==> config.mk <==
export PLATFORM = sky130hd
export DESIGN_NAME = seg7_output_port
export DESIGN_NICKNAME = d
export VERILOG_FILES = /design/src/rtl/seg7_output_port.sv
export SDC_FILE = /design/constraint.sdc
export NUM_CORES = 1
export LEC_CHECK = 0
export CAP_MARGIN = 20
export CELL_PAD_IN_SITES_DETAIL_PLACEMENT = 0
export CELL_PAD_IN_SITES_GLOBAL_PLACEMENT = 2
export CORE_MARGIN = 1
export CORE_UTILIZATION = 27
export DETAILED_ROUTE_END_ITERATION = 6
export GPL_TIMING_DRIVEN = 1
export HOLD_SLACK_MARGIN = 0.03
export PLACE_DENSITY = 0.87
export SLEW_MARGIN = 0
export SYNTH_ARGS = -nofsm -noshare
export SYNTH_HDL_FRONTEND = slang
export SYNTH_SLANG_ARGS = --single-unit
==> constraint.sdc <==
create_clock -name clk -period 7.3 [get_ports clk]
set_input_delay 0.73 -clock clk [delete_from_list [all_inputs] [get_ports clk]]
set_output_delay 0.73 -clock clk [all_outputs]
set_load 0.02 [all_outputs]
==> src/rtl/seg7_output_port.sv <==
// seg7_output_port: CPU display port to eight 7-seg digits, hex or decimal (double-dabble when SEG7_DECIMAL_EN is defined).
// Latency: hex write 1 cycle; decimal write 33 cycles (32 CONV steps + LOAD); busy high while converting.
// Backpressure: none; writes during a conversion land in a single-entry pending buffer, last write wins.
module seg7_output_port #(
  parameter bit BLANK_LZ = 1'b1
) (
  input  logic        clk,
  input  logic        rst,
  input  logic        we,
  input  logic [31:0] wdata,
  input  logic        mode,
  output logic [31:0] value,
  output logic        busy,
  output logic        ovf,
  output logic [6:0]  HEX0,
  output logic [6:0]  HEX1,
  output logic [6:0]  HEX2,
  output logic [6:0]  HEX3,
  output logic [6:0]  HEX4,
  output logic [6:0]  HEX5,
  output logic [6:0]  HEX6,
  output logic [6:0]  HEX7
);

  // Displayed digits; r_dig_vld keeps the panel dark until the first write.
  logic [31:0]      r_dig;
  logic             r_dig_vld;
  logic [31:0]      r_value;
  logic [7:0][6:0]  w_seg;

  function automatic logic [6:0] f_seg(input logic [3:0] d);
    case (d)
      4'h0: f_seg = 7'h40;
      4'h1: f_seg = 7'h79;
      4'h2: f_seg = 7'h24;
      4'h3: f_seg = 7'h30;
      4'h4: f_seg = 7'h19;
      4'h5: f_seg = 7'h12;
      4'h6: f_seg = 7'h02;
      4'h7: f_seg = 7'h78;
      4'h8: f_seg = 7'h00;
      4'h9: f_seg = 7'h10;
      4'hA: f_seg = 7'h08;
      4'hB: f_seg = 7'h03;
      4'hC: f_seg = 7'h46;
      4'hD: f_seg = 7'h21;
      4'hE: f_seg = 7'h06;
      default: f_seg = 7'h0E;
    endcase
  endfunction

`ifdef SEG7_DECIMAL_EN
  typedef enum logic [1:0] {S_IDLE, S_CONV, S_LOAD} state_t;

  state_t       r_state;
  state_t       w_state_nxt;
  logic [31:0]  r_sh;
  logic [39:0]  r_bcd;
  logic [39:0]  w_bcd_adj;
  logic [4:0]   r_cnt;
  logic         r_ovf;
  logic         r_busy;
  logic         r_pnd_vld;
  logic         r_pnd_mode;
  logic [31:0]  r_pnd_dat;
  logic         w_launch;
  logic         w_launch_pnd;
  logic         w_launch_mode;
  logic [31:0]  w_launch_dat;
  logic         w_capture;

  // Pick what starts this cycle: pending entry first, else a direct write from IDLE.
  // LOAD only launches a pending decimal write; a pending hex write waits for IDLE
  // so it is not overwritten by LOAD's own digit update.
  always_comb begin
    w_launch      = 1'b0;
    w_launch_pnd  = 1'b0;
    w_launch_mode = 1'b0;
    w_launch_dat  = 32'd0;
    w_capture     = 1'b0;
    if (r_pnd_vld && ((r_state == S_IDLE) || ((r_state == S_LOAD) && r_pnd_mode))) begin
      w_launch      = 1'b1;
      w_launch_pnd  = 1'b1;
      w_launch_mode = r_pnd_mode;
      w_launch_dat  = r_pnd_dat;
    end else if ((r_state == S_IDLE) && we) begin
      w_launch      = 1'b1;
      w_launch_mode = mode;
      w_launch_dat  = wdata;
    end
    w_capture = we && !((r_state == S_IDLE) && !r_pnd_vld);
  end

  // Double-dabble add-3 on every BCD digit that is 5 or more, ahead of the shift.
  always_comb begin
    w_bcd_adj = r_bcd;
    for (int k = 0; k < 10; k++) begin
      if (r_bcd[4*k +: 4] >= 4'd5) w_bcd_adj[4*k +: 4] = r_bcd[4*k +: 4] + 4'd3;
    end
  end

  // State register.
  always_ff @(posedge clk or posedge rst) begin
    if (rst) r_state <= S_IDLE;
    else     r_state <= w_state_nxt;
  end

  // Next-state logic.
  always_comb begin
    w_state_nxt = r_state;
    case (r_state)
      S_IDLE:  if (w_launch && w_launch_mode) w_state_nxt = S_CONV;
      S_CONV:  if (r_cnt == 5'd31) w_state_nxt = S_LOAD;
      S_LOAD:  w_state_nxt = w_launch ? S_CONV : S_IDLE;
      default: w_state_nxt = S_IDLE;
    endcase
  end

  // FSM outputs.
  always_comb begin
    r_busy = (r_state != S_IDLE);
  end

  // Single-entry pending buffer, overwritten by newer writes.
  always_ff @(posedge clk or posedge rst) begin
    if (rst) begin
      r_pnd_vld  <= 1'b0;
      r_pnd_mode <= 1'b0;
      r_pnd_dat  <= 32'd0;
    end else if (w_capture) begin
      r_pnd_vld  <= 1'b1;
      r_pnd_mode <= mode;
      r_pnd_dat  <= wdata;
    end else if (w_launch_pnd) begin
      r_pnd_vld  <= 1'b0;
    end
  end

  // Datapath: launch, conversion steps and LOAD of the low eight BCD digits.
  always_ff @(posedge clk or posedge rst) begin
    if (rst) begin
      r_value   <= 32'd0;
      r_dig     <= 32'd0;
      r_dig_vld <= 1'b0;
      r_ovf     <= 1'b0;
      r_sh      <= 32'd0;
      r_bcd     <= 40'd0;
      r_cnt     <= 5'd0;
    end else begin
      if (r_state == S_LOAD) begin
        r_dig     <= r_bcd[31:0];
        r_dig_vld <= 1'b1;
        r_ovf     <= |r_bcd[39:32];
      end
      if (w_launch) begin
        r_value <= w_launch_dat;
        if (w_launch_mode) begin
          r_sh  <= w_launch_dat;
          r_bcd <= 40'd0;
          r_cnt <= 5'd0;
        end else begin
          r_dig     <= w_launch_dat;
          r_dig_vld <= 1'b1;
          r_ovf     <= 1'b0;
        end
      end else if (r_state == S_CONV) begin
        {r_bcd, r_sh} <= {w_bcd_adj, r_sh} << 1;
        r_cnt         <= r_cnt + 5'd1;
      end
    end
  end

  assign busy = r_busy;
  assign ovf  = r_ovf;
`else
  logic w_unused_mode;
  assign w_unused_mode = mode;

  // Every write is hex: load digits and readback value directly.
  always_ff @(posedge clk or posedge rst) begin
    if (rst) begin
      r_value   <= 32'd0;
      r_dig     <= 32'd0;
      r_dig_vld <= 1'b0;
    end else if (we) begin
      r_value   <= wdata;
      r_dig     <= wdata;
      r_dig_vld <= 1'b1;
    end
  end

  assign busy = 1'b0;
  assign ovf  = 1'b0;
`endif

  // Segment decode from the digit registers with optional leading-zero blanking.
  always_comb begin
    for (int i = 0; i < 8; i++) begin
      if (!r_dig_vld)
        w_seg[i] = 7'h7F;
      else if (BLANK_LZ && (i != 0) && ((r_dig >> (4*i)) == 32'd0))
        w_seg[i] = 7'h7F;
      else
        w_seg[i] = f_seg(r_dig[4*i +: 4]);
    end
  end

  assign value = r_value;
  assign HEX0  = w_seg[0];
  assign HEX1  = w_seg[1];
  assign HEX2  = w_seg[2];
  assign HEX3  = w_seg[3];
  assign HEX4  = w_seg[4];
  assign HEX5  = w_seg[5];
  assign HEX6  = w_seg[6];
  assign HEX7  = w_seg[7];

endmodule
==> results of run 1 <==
[cell usage after synthesis (all sizes together), types with 3 or more instances]
cell      n  area share, %
nand2    71            7.7
ha       49             18
o21ai    40            5.8
dfrtp    33             24
inv      27            2.9
clkbuf   26            2.8
o211ai   22            4.8
mux2     21            6.9
nand3    20            2.9
nor2     14            1.5
a21oi    13            1.9
mux2i     9            2.6
o311ai    9            2.3
nand2b    7            1.3
buf       6            1.1
or3b      5            1.3
nor2b     4           0.73
o2111ai   4            1.4
a21boi    3           0.65
and2      3           0.54
and3      3           0.54
nand3b    3           0.65
nor3      3           0.44
o21a      3           0.65
o221ai    3           0.76
[metal layers]
| layer | track usage [%] | up-vias | routed length (microns) |
|---|---|---|---|
| li1 | - | 1708 | - |
| met1 | 22.2 | 1561 | 5010 |
| met2 | 24.1 | 95 | 4530 |
| met3 | 2.74 | 8 | 487 |
| met4 | 4.24 | 0 | 125 |
| met5 | 0 | - | 0 |
[layout make-up]
| type | count | area (sq um) | share of cell area [%] |
|---|---|---|---|
| Tap cell | 168 | 210 | 4.28 |
| Clock buffer | 5 | 125 | 2.55 |
| Inverter | 27 | 101 | 2.06 |
| Timing Repair Buffer | 125 | 1240 | 25.2 |
| Sequential cell | 33 | 826 | 16.8 |
| Clock inverter | 3 | 17.5 | 0.357 |
| Multi-Input combinational cell | 335 | 2390 | 48.7 |
[logic make-up (layout without fill, tap and decap cells)]
kind of cell | count (synthesis) | in the layout
and+or+nand+nor | 142 | 142
AOI/OAI and AO/OA | 111 | 111
buffers and inverters | 59 | 160
adders and majority gates | 49 | 49
DFF | 33 | 33
muxes | 31 | 31
other | 1 | 2
[through the flow]
stage | std cells | power (uW) | utilization [%] | setup slack, ns | instance area, sq um
final | 696 | 879 | 40.2 | 3.14 | 4910
after global routing | 696 | 937 | 40.2 | 2.99 | 4910
after CTS | 696 | 889 | 40.2 | 3.14 | 4910
after detailed placement | 688 | 673 | 39.0 | 3.46 | 4770
after global placement | 688 | 671 | 39.0 | 3.45 | 4770
after floorplan | 427 | 481 | - | 4.03 | 3450
[worst reg2reg max path, delay by kind of cell, from the launching register on]
family          cells  cell delay (ns)
compound gates      1             0.18
flops               1             0.62
buf+inv             1             0.20
[registers in the layout, summed over array words and instances (netlist names)]
register / cells
value: 32
r_dig_vld: 1
[worst paths after layout]
kind	endpoint	slack, ns
setup / recovery	HEX1[2]	3.14
hold / removal	value[13]$_DFFE_PP0P_	0.73
setup reg to reg	value[27]$_DFFE_PP0P_	6.22
hold reg to reg	value[13]$_DFFE_PP0P_	0.73
max in group asynchronous	value[7]$_DFFE_PP0P_	6.08
min in group asynchronous	value[31]$_DFFE_PP0P_	0.87
[power groups by stage]
stage | Clock (uW) | Combinational [uW] | Sequential [uW]
6_report | 209 | 417 | 252
5_1_grt | 224 | 453 | 259
4_1_cts | 217 | 420 | 252
3_5_place_dp | 0 | 418 | 255
3_3_place_gp | 0 | 417 | 254
2_1_floorplan | 0 | 235 | 245
==> summary.md, run 1 <==
| Metric | Value |
|---|---|
| Status | completed |
| Top Ports | 126 |
| Slowest cell on the critical path | clkdlybuf4s50_1 |
| Crit path from | value[28]$_DFFE_PP0P_ |
| Max-slew violation count | 0 |
| Final ANT Viol Nets | 0 |
| Area grow syn2layout | 42.3% |
| Clk pwr share | between 20% and 30% |
| Synthesis Warnings | 0 |
| Peak VDD IR | 0.0753 mV |
| Total CTS buffers | 5 |
| GPL Wtd Cong | 0.820 |
| Headroom to the max-slew limit | 60.9% |
| CTS tree | yes |
| Initial antenna violation count | 0 |
| Post-DP HPWL | a little over 7000 microns |
| Reg power frac | around 29% |
| Startpoint Class | flip-flop |
| Filler Cell Count | approximately 1,300 |
| Vias in the first global route | between 3,000 and 4,000 |
| Crit Path Max Fanout | 7 |
| Initial core utilization | 28.2% |
| Die W | 115 microns |
| Worst-path clk slew | approximately 0.06 ns |
| Routed vias | approximately 3,400 |
| DR WL/cell | 14.6 microns |
| H-tree Lvls | 2 |
| Setup Buffers After CTS | 0 |
| Post-synth EDFFs | 0 |
| Clock root buffer | clkbuf_16 |
| Worst path cell trace | inv_1, ha_1, or3b_4, or3_4, or4_4, o2111ai_2, clkdlybuf4s50_1 |
| Compound-Gate Fraction of Synth Area | 21.5% |
| Layout cells sized above 1 | under 10% |
| Clock tree buffer depth | 2 |
| Largest net degree at the start of global routing | between 50 and 60 |
| Power density over cell area | 179 nW/um^2 |
| Ys flop type | dfrtp_1 |
| Finish-stage setup viols | 0 |
| Synth Area in Adders | 17.8% |
| CP endpoint kind | output pin |
| Top delay family on crit path | simple AND/OR/NAND/NOR gates |
| Fin crit share | 57.0% |
| WHS Path Cells | 2 |
| Initial DRC Count | roughly 190 |
| Hold Vio Cnt, Final | 0 |
| CP peak stage delay | between 0.6 and 0.7 ns |
| First-pass GRT wire length | 16,600 microns |
| Critical path buffer and inverter count | 2 |
| Gate power share | 47.4% |
| Drt pass-1 iters | 4 |
| Remaining routing DRC violations | 0 |
| Worst reg2reg path depth | 2 |
| Worst hold path type | reg2reg |
| Die Span Y | ~120 microns |
| Worst hold margin | 0.734 ns |
| Post-synthesis mux area share | 10.1% |
| Worst-margin pin slew | 0.579 ns |
| Final Skew | 0 ns |
| Grt total ovfl | 0 |
| Port bufs | around 120 |
| # diodes | 0 |
| Static leakage | 0.00209 uW |
| Global Route Usage Sum | 15.6% |
| Hold Startpoint | value[13]$_DFFE_PP0P_ |
| Worst-Skew Late Latency | around 0.28 ns |
| Fmax | 240 MHz |
| Avg Cell Area, Syn | 8.09 sq um |
| Routed wire length | 10,200 microns |
| Clock Sinks | 33 |
| Via density | roughly 4.8 |
| Rows | 40 |
| Unrepaired setup endpoints after global routing | no |
| Seq cells post-synth | 33 |
| Worst path depth | 7 |
| Resized cells post-CTS | 0 |
| Hold buffers post-CTS | 0 |
| Seq/Total Area, Yosys | a little under a quarter |
| Most common cell after layout, fill and taps aside | clkdlybuf4s50_1 |
| Async SR Flop Fraction | 100% |
| Die area | 13,200 sq um |
| Psw | 348 uW |
| Post-synthesis cell area | 3450 sq um |
| Largest family of logic cells by synthesized area | compound AO/OA/AOI/OAI gates |
| Post-route setup TNS | 0 ns |
| RR Startpoint | value[27]$_DFFE_PP0P_ |
| Int Pwr | roughly 530 uW |
| Core area | 12,200 sq um |
| Post-synth cell types | roughly 50 |
| Sw Ratio | 39.6% |
| Post-synthesis simple-gate area fraction | 19.7% |
| Critical Path RT | 6.57 ns |
| Most frequent cells in the layout | 121 x clkdlybuf4s50_1, 71 x nand2_1, 49 x ha_1 |
| NumNets Final | around 600 |
| Fin crit period | 4.16 ns |
| Max_cap viols | 0 |
| CP Data Arrival Time | 3.43 ns |
| Classification of the worst setup path | reg2out |
| Xor and xnor area share after synthesis | 0% |
| Cell count after synthesis | 426 |
(Power assumes the default switching activity.)
==> inputs of run 2 (changes only) <==
--- a/config.mk
+++ b/config.mk
@@ -9,11 +9,11 @@
 export CELL_PAD_IN_SITES_DETAIL_PLACEMENT = 0
 export CELL_PAD_IN_SITES_GLOBAL_PLACEMENT = 2
 export CORE_MARGIN = 1
-export CORE_UTILIZATION = 27
+export CORE_UTILIZATION = 23
 export DETAILED_ROUTE_END_ITERATION = 6
 export GPL_TIMING_DRIVEN = 1
 export HOLD_SLACK_MARGIN = 0.03
-export PLACE_DENSITY = 0.87
+export PLACE_DENSITY = 0.79
 export SLEW_MARGIN = 0
 export SYNTH_ARGS = -nofsm -noshare
 export SYNTH_HDL_FRONTEND = slang
==> constraint.sdc (replaced) <==
create_clock -name clk -period 3.6 [get_ports clk]
set_input_delay 0.36 -clock clk [delete_from_list [all_inputs] [get_ports clk]]
set_output_delay 0.36 -clock clk [all_outputs]
set_load 0.02 [all_outputs]
==> summary.md, run 2 (synthesis results as in run 1) <==
| Metric | Value |
|---|---|
| Status | completed |
| Port bufs | approximately 120 |
| Register Area | 826 sq um |
| Worst-margin pin slew | ~0.94 ns |
| Peak VDD IR | 0.165 mV |
| Die Span Y | 124 microns |
| Post-DP HPWL | 7960 microns |
| Finish-stage setup viols | 0 |
| Int Pwr | 1180 uW |
| Total CTS buffers | 5 |
| Worst hold margin | 0.590 ns |
| Crit Path Max Fanout | 7 |
| Startpoint Class | flip-flop |
| Remaining routing DRC violations | 0 |
| Core area | 14,600 sq um |
| Hold buffers post-CTS | 0 |
| Classification of the worst setup path | reg2out |
| NumNets Final | 626 |
| Power density over cell area | 368 nW/um^2 |
| Clock root buffer | clkbuf_16 |
| Worst-path clk slew | 0.05 ns |
| Via density | 4.73 |
| Die area | 15,500 sq um |
| Final ANT Viol Nets | 0 |
| Max reg flops | 32 |
| Fin crit share | a little over nine tenths |
| Total power | 1870 uW |
| Fmax | 289 MHz |
| Static leakage | 0.00232 uW |
| Clock Sinks | 33 |
| Vias in the first global route | between 3,000 and 4,000 |
| Post-route setup TNS | 0 ns |
| Drt pass-1 iters | 4 |
| Critical Path RT | 3.24 ns |
| Worst hold path type | in2async |
| Initial DRC Count | 194 |
| Fin area | 5080 sq um |
| First-pass GRT wire length | 16,900 microns |
| Global Route Usage Sum | a little over an eighth |
| Filler Cell Count | 1,481 |
| # diodes | 0 |
| Placed cell area | between 4000 and 5000 sq um |
| Worst-Skew Late Latency | approximately 0.27 ns |
| Gate power share | 48.1% |
| CP endpoint kind | output pin |
| Rows | 44 |
| CTS tree | yes |
| DR WL/cell | ~14 microns |
| Most common cell after layout, fill and taps aside | clkdlybuf4s50_1 |
| Initial core utilization | about a quarter |
| Initial antenna violation count | 0 |
| Largest net degree at the start of global routing | 49 |
| Reg power frac | 25.0% |
| Headroom to the max-slew limit | 37.5% |
| Grt total ovfl | 0 |
| Unrepaired setup endpoints after global routing | no |
| RR Startpoint | r_dig_vld$_DFFE_PP0P_ |
| Clock tree buffer depth | 2 |
| Final Skew | 0 ns |
| Die W | 124 microns |
| Area grow syn2layout | 47.3% |
| Top Ports | 126 |
| Crit path from | value[24]$_DFFE_PP0P_ |
| Fin crit period | 3.46 ns |
| Max-slew violation count | 0 |
| Routed wire length | ~10,000 microns |
| Layout cells sized above 1 | 10.3% |
| Sw Ratio | a little under two fifths |
| CP Data Arrival Time | 3.10 ns |
| H-tree Lvls | 2 |
| GPL Wtd Cong | between 0.7 and 0.8 |
| Clk pwr share | 26.9% |
| Most frequent cells in the layout | 104 x clkdlybuf4s50_1, 71 x nand2_1, 49 x ha_1 |
| Multi-input logic area | 2390 sq um |
| Max_cap viols | 0 |
| Hold Vio Cnt, Final | 0 |
| Routed vias | about 3,400 |
| Psw | 692 uW |
==> run 2: worst paths after layout <==
kind                            depth (start not counted)  slack [ns]                     to
worst max-delay path                                    7        0.14                HEX1[2]
worst min-delay path                                    2        0.59  value[28]$_DFFE_PP0P_
worst max register to register                          2        2.38  r_dig_vld$_DFFE_PP0P_
worst min register to register                          2        0.63  value[29]$_DFFE_PP0P_
max in group asynchronous                               3        2.32  value[29]$_DFFE_PP0P_
min in group clk                                        2        0.63  value[29]$_DFFE_PP0P_
==> run 2: area by class of cell <==
type / instances / share of cell area, %
sequential: 33 / 16.3
clock buffer: 7 / 2.81
inverter: 27 / 2.00
tap: 184 / 4.53
clock inverter: 1 / 0.591
timing repair buffer: 139 / 26.8
multi-input combinational: 335 / 47.0
==> run 2: power groups by stage <==
stage | combinational [uW] | clock [uW] | sequential [uW]
floorplan | 477 | 0 | 497
global placement | 914 | 0 | 474
detailed placement | 915 | 0 | 474
CTS | 910 | 523 | 468
global route | 972 | 536 | 478
finish | 898 | 502 | 467
==> run 2: through the flow <==
| stage | util [%] | setup slack [ns] | cells |
|---|---|---|---|
| finish | 34.8 | 0.139 | 726 |
| global route | 34.8 | 0.00270 | 726 |
| CTS | 34.6 | 0.00226 | 726 |
| detailed placement | 33.5 | 0.174 | 718 |
| global placement | 33.5 | 0.212 | 718 |
| floorplan | - | 0.702 | 427 |
==> run 2: what timing repair did <==
item | 4_1_cts | 5_1_grt
gates resized for setup | 7 | 10
endpoints found under the setup margin | 7 | 10
setup buffers | 0 | 0
==> run 2: critical path: stages (launching register included) <==
cell,delay [ns]
dfrtp_1,0.43
inv_1,0.19
ha_1,0.25
or3b_1,0.42
or3_4,0.42
or4_4,0.62
o2111ai_2,0.12
dlygate4sd2_1,0.36
==> run 2: routing by layer <==
| metal | track usage (%) | wire length [microns] | vias up |
|---|---|---|---|
| li1 | - | - | 1740 |
| met1 | 17.8 | 5060 | 1606 |
| met2 | 21.7 | 4860 | 85 |
| met3 | 2.41 | 472 | 5 |
| met4 | 2.69 | 73 | 0 |
| met5 | 0 | 0 | - |
==> inputs of run 3 (changes only) <==
==> constraint.sdc (replaced) <==
create_clock -name clk -period 3.6 [get_ports clk]
set_input_delay 0.54 -clock clk [delete_from_list [all_inputs] [get_ports clk]]
set_output_delay 0.54 -clock clk [all_outputs]
set_load 0.02 [all_outputs]
==> summary.md, run 3 (synthesis results as in run 1) <==
| Metric | Value |
|---|---|
| Status | completed |
| Max reg flops | 32 |
| Grt total ovfl | 0 |
| # diodes | 0 |
| Dpl ws | 0.121 ns |
| Clock root buffer | clkbuf_16 |
| Top Ports | 126 |
| DP Cell Count | 726 |
| Worst-path clk slew | 0.06 ns |
| Startpoint Class | flip-flop |
| Worst path cell trace | inv_1, ha_2, or3b_1, or3_4, or4_4, nand4_1, clkdlybuf4s15_1 |
| Worst-margin pin slew | 0.962 ns |
| Rows | 44 |
| Routed vias | 3,422 |
| Post-DP HPWL | 7790 microns |
| Most frequent cells in the layout | 95 x clkdlybuf4s50_1, 71 x nand2_1, 48 x ha_1 |
| Headroom to the max-slew limit | between 30% and 40% |
| Slowest cell on the critical path | or4_4 |
| RR Startpoint | r_dig_vld$_DFFE_PP0P_ |
| Top delay family on crit path | simple AND/OR/NAND/NOR gates |
| Clock tree buffer depth | 2 |
| Worst path depth | 7 |
| Worst hold margin | between 0.6 and 0.7 ns |
| R2R Setup Slk | 2.37 ns |
| Finish-stage setup viols | 0 |
| Peak VDD IR | ~0.17 mV |
| Filler Cell Count | around 1,500 |
| CP endpoint kind | output pin |
| WHS Path Cells | 2 |
| Hold Vio Cnt, Final | 0 |
| Initial DRC Count | 148 |
| R2r endpoint | r_dig_vld$_DFFE_PP0P_ |
| Sw Ratio | 37.2% |
| Routed wire length | 10,400 microns |
| CP endpoint | HEX1[0] |
| Total CTS buffers | 5 |
| Setup ws final | 0.147 ns |
| Largest net degree at the start of global routing | 54 |
| Layout cells sized above 1 | 12.7% |
| Int Pwr | 1180 uW |
| Worst-Skew Late Latency | 0.27 ns |
| First-pass GRT wire length | 17,000 microns |
| Max-slew violation count | 0 |
| Crit path from | value[25]$_DFFE_PP0P_ |
| Fin crit period | roughly 3.5 ns |
| Setup Buffers After CTS | 0 |
| CP Data Arrival Time | 2.91 ns |
| Initial core utilization | 23.6% |
| Gate power share | 49.0% |
| Initial antenna violation count | 0 |
| Drt pass-1 iters | 4 |
| Remaining routing DRC violations | 0 |
| Die area | 15,500 sq um |
| Global Route Usage Sum | a little over an eighth |
| Clock Sinks | 33 |
| CP peak stage delay | 0.61 ns |
| Static leakage | 0.00237 uW |
| H-tree Lvls | 2 |
| Critical Path RT | 3.06 ns |
| Worst reg2reg path depth | 2 |
| Final Skew | 0 ns |
| Classification of the worst setup path | reg2out |
| GPL Wtd Cong | just under 0.8 |
| CTS tree | yes |
| Vias in the first global route | 3,355 |
| Die W | roughly 120 microns |
| DR WL/cell | 14.1 microns |
| Die Span Y | 124 microns |
| Via density | about 4.7 |
| Worst hold path type | reg2reg |
| Clk pwr share | a little over a quarter |
| Non-Filler Instances | 734 |
| Port bufs | 122 |
| Final ANT Viol Nets | 0 |
| NumNets Final | 634 |
| Reg power frac | 24.0% |
| Hold buffers post-CTS | 0 |
| Core area | about 15,000 sq um |
| Fin crit share | between 90% and 100% |
| Crit Path Max Fanout | 7 |
| Most common cell after layout, fill and taps aside | clkdlybuf4s50_1 |
| Power density over cell area | 365 nW/um^2 |
| Area grow syn2layout | 48.7% |
| Critical path buffer and inverter count | 2 |
| Unrepaired setup endpoints after global routing | no |
| Max_cap viols | 0 |
| Psw | 696 uW |
| Post-route setup TNS | 0 ns |
| Fmax | 290 MHz |
==> run 3: cell types whose count changed in the layout (fill, tap and decap cells not counted), sizes merged <==
cell	change
buf	+8
clkbuf	+4
clkdlybuf4s15	+3
clkdlybuf4s50	-9
dlygate4sd2	+2
==> run 3: how the worst min path moves through the flow <==
stage	start	end	slack, ns
floorplan	wdata[0]	value[0]$_DFFE_PP0P_	0.66
global placement	value[25]$_DFFE_PP0P_	value[25]$_DFFE_PP0P_	0.58
detailed placement	value[21]$_DFFE_PP0P_	value[21]$_DFFE_PP0P_	0.60
CTS	value[21]$_DFFE_PP0P_	value[21]$_DFFE_PP0P_	0.62
global route	value[21]$_DFFE_PP0P_	value[21]$_DFFE_PP0P_	0.66
finish	value[21]$_DFFE_PP0P_	value[21]$_DFFE_PP0P_	0.61
==> run 3: timing repair <==
action / in CTS / in global routing
hold endpoints to repair: 0 / 0
setup endpoints to repair: 23 / 17
resized for setup: 17 / 22
==> run 3: worst reg2reg max path, cell delays in order, from the launching register on <==
cell and delay, ns:
dfrtp_1 0.53, buf_4 0.30, or2_2 0.29
==> run 3: cell type report <==
class / count / area (sq um) / area share [%]
inverters: 27 / 101 / 1.98
clock buffers: 7 / 143 / 2.78
flip-flops and latches: 33 / 826 / 16.1
multi-input cells: 335 / 2400 / 46.8
repair buffers: 147 / 1400 / 27.3
well taps: 184 / 230 / 4.49
clock inverters: 1 / 30.0 / 0.586
==> run 3: metrics by stage <==
step                power, uW  utilization [%]  area [sq um]
floorplan                 975                -          3450
global placement         1400             33.9          4950
detailed placement       1400             33.9          4950
CTS                      1900             35.0          5110
global route             1990             35.1          5130
finish                   1870             35.1          5130
==> run 3: power by group through the flow <==
stage | combinational [uW] | sequential (uW) | clock, uW
after floorplan | 477 | 497 | 0
after global placement | 943 | 455 | 0
after detailed placement | 946 | 455 | 0
after CTS | 930 | 449 | 522
after global routing | 995 | 457 | 536
final | 917 | 448 | 506
==> run 3: metal layers <==
| metal | global-route usage (%) | vias to the layer above | part of all wire, % |
|---|---|---|---|
| li1 | - | 1745 | - |
| met3 | 2.49 | 4 | 4.6 |
| met4 | 2.34 | 0 | 0.53 |
| met5 | 0 | - | 0 |
| met1 | 17.3 | 1575 | 48 |
| met2 | 22.1 | 98 | 46 |
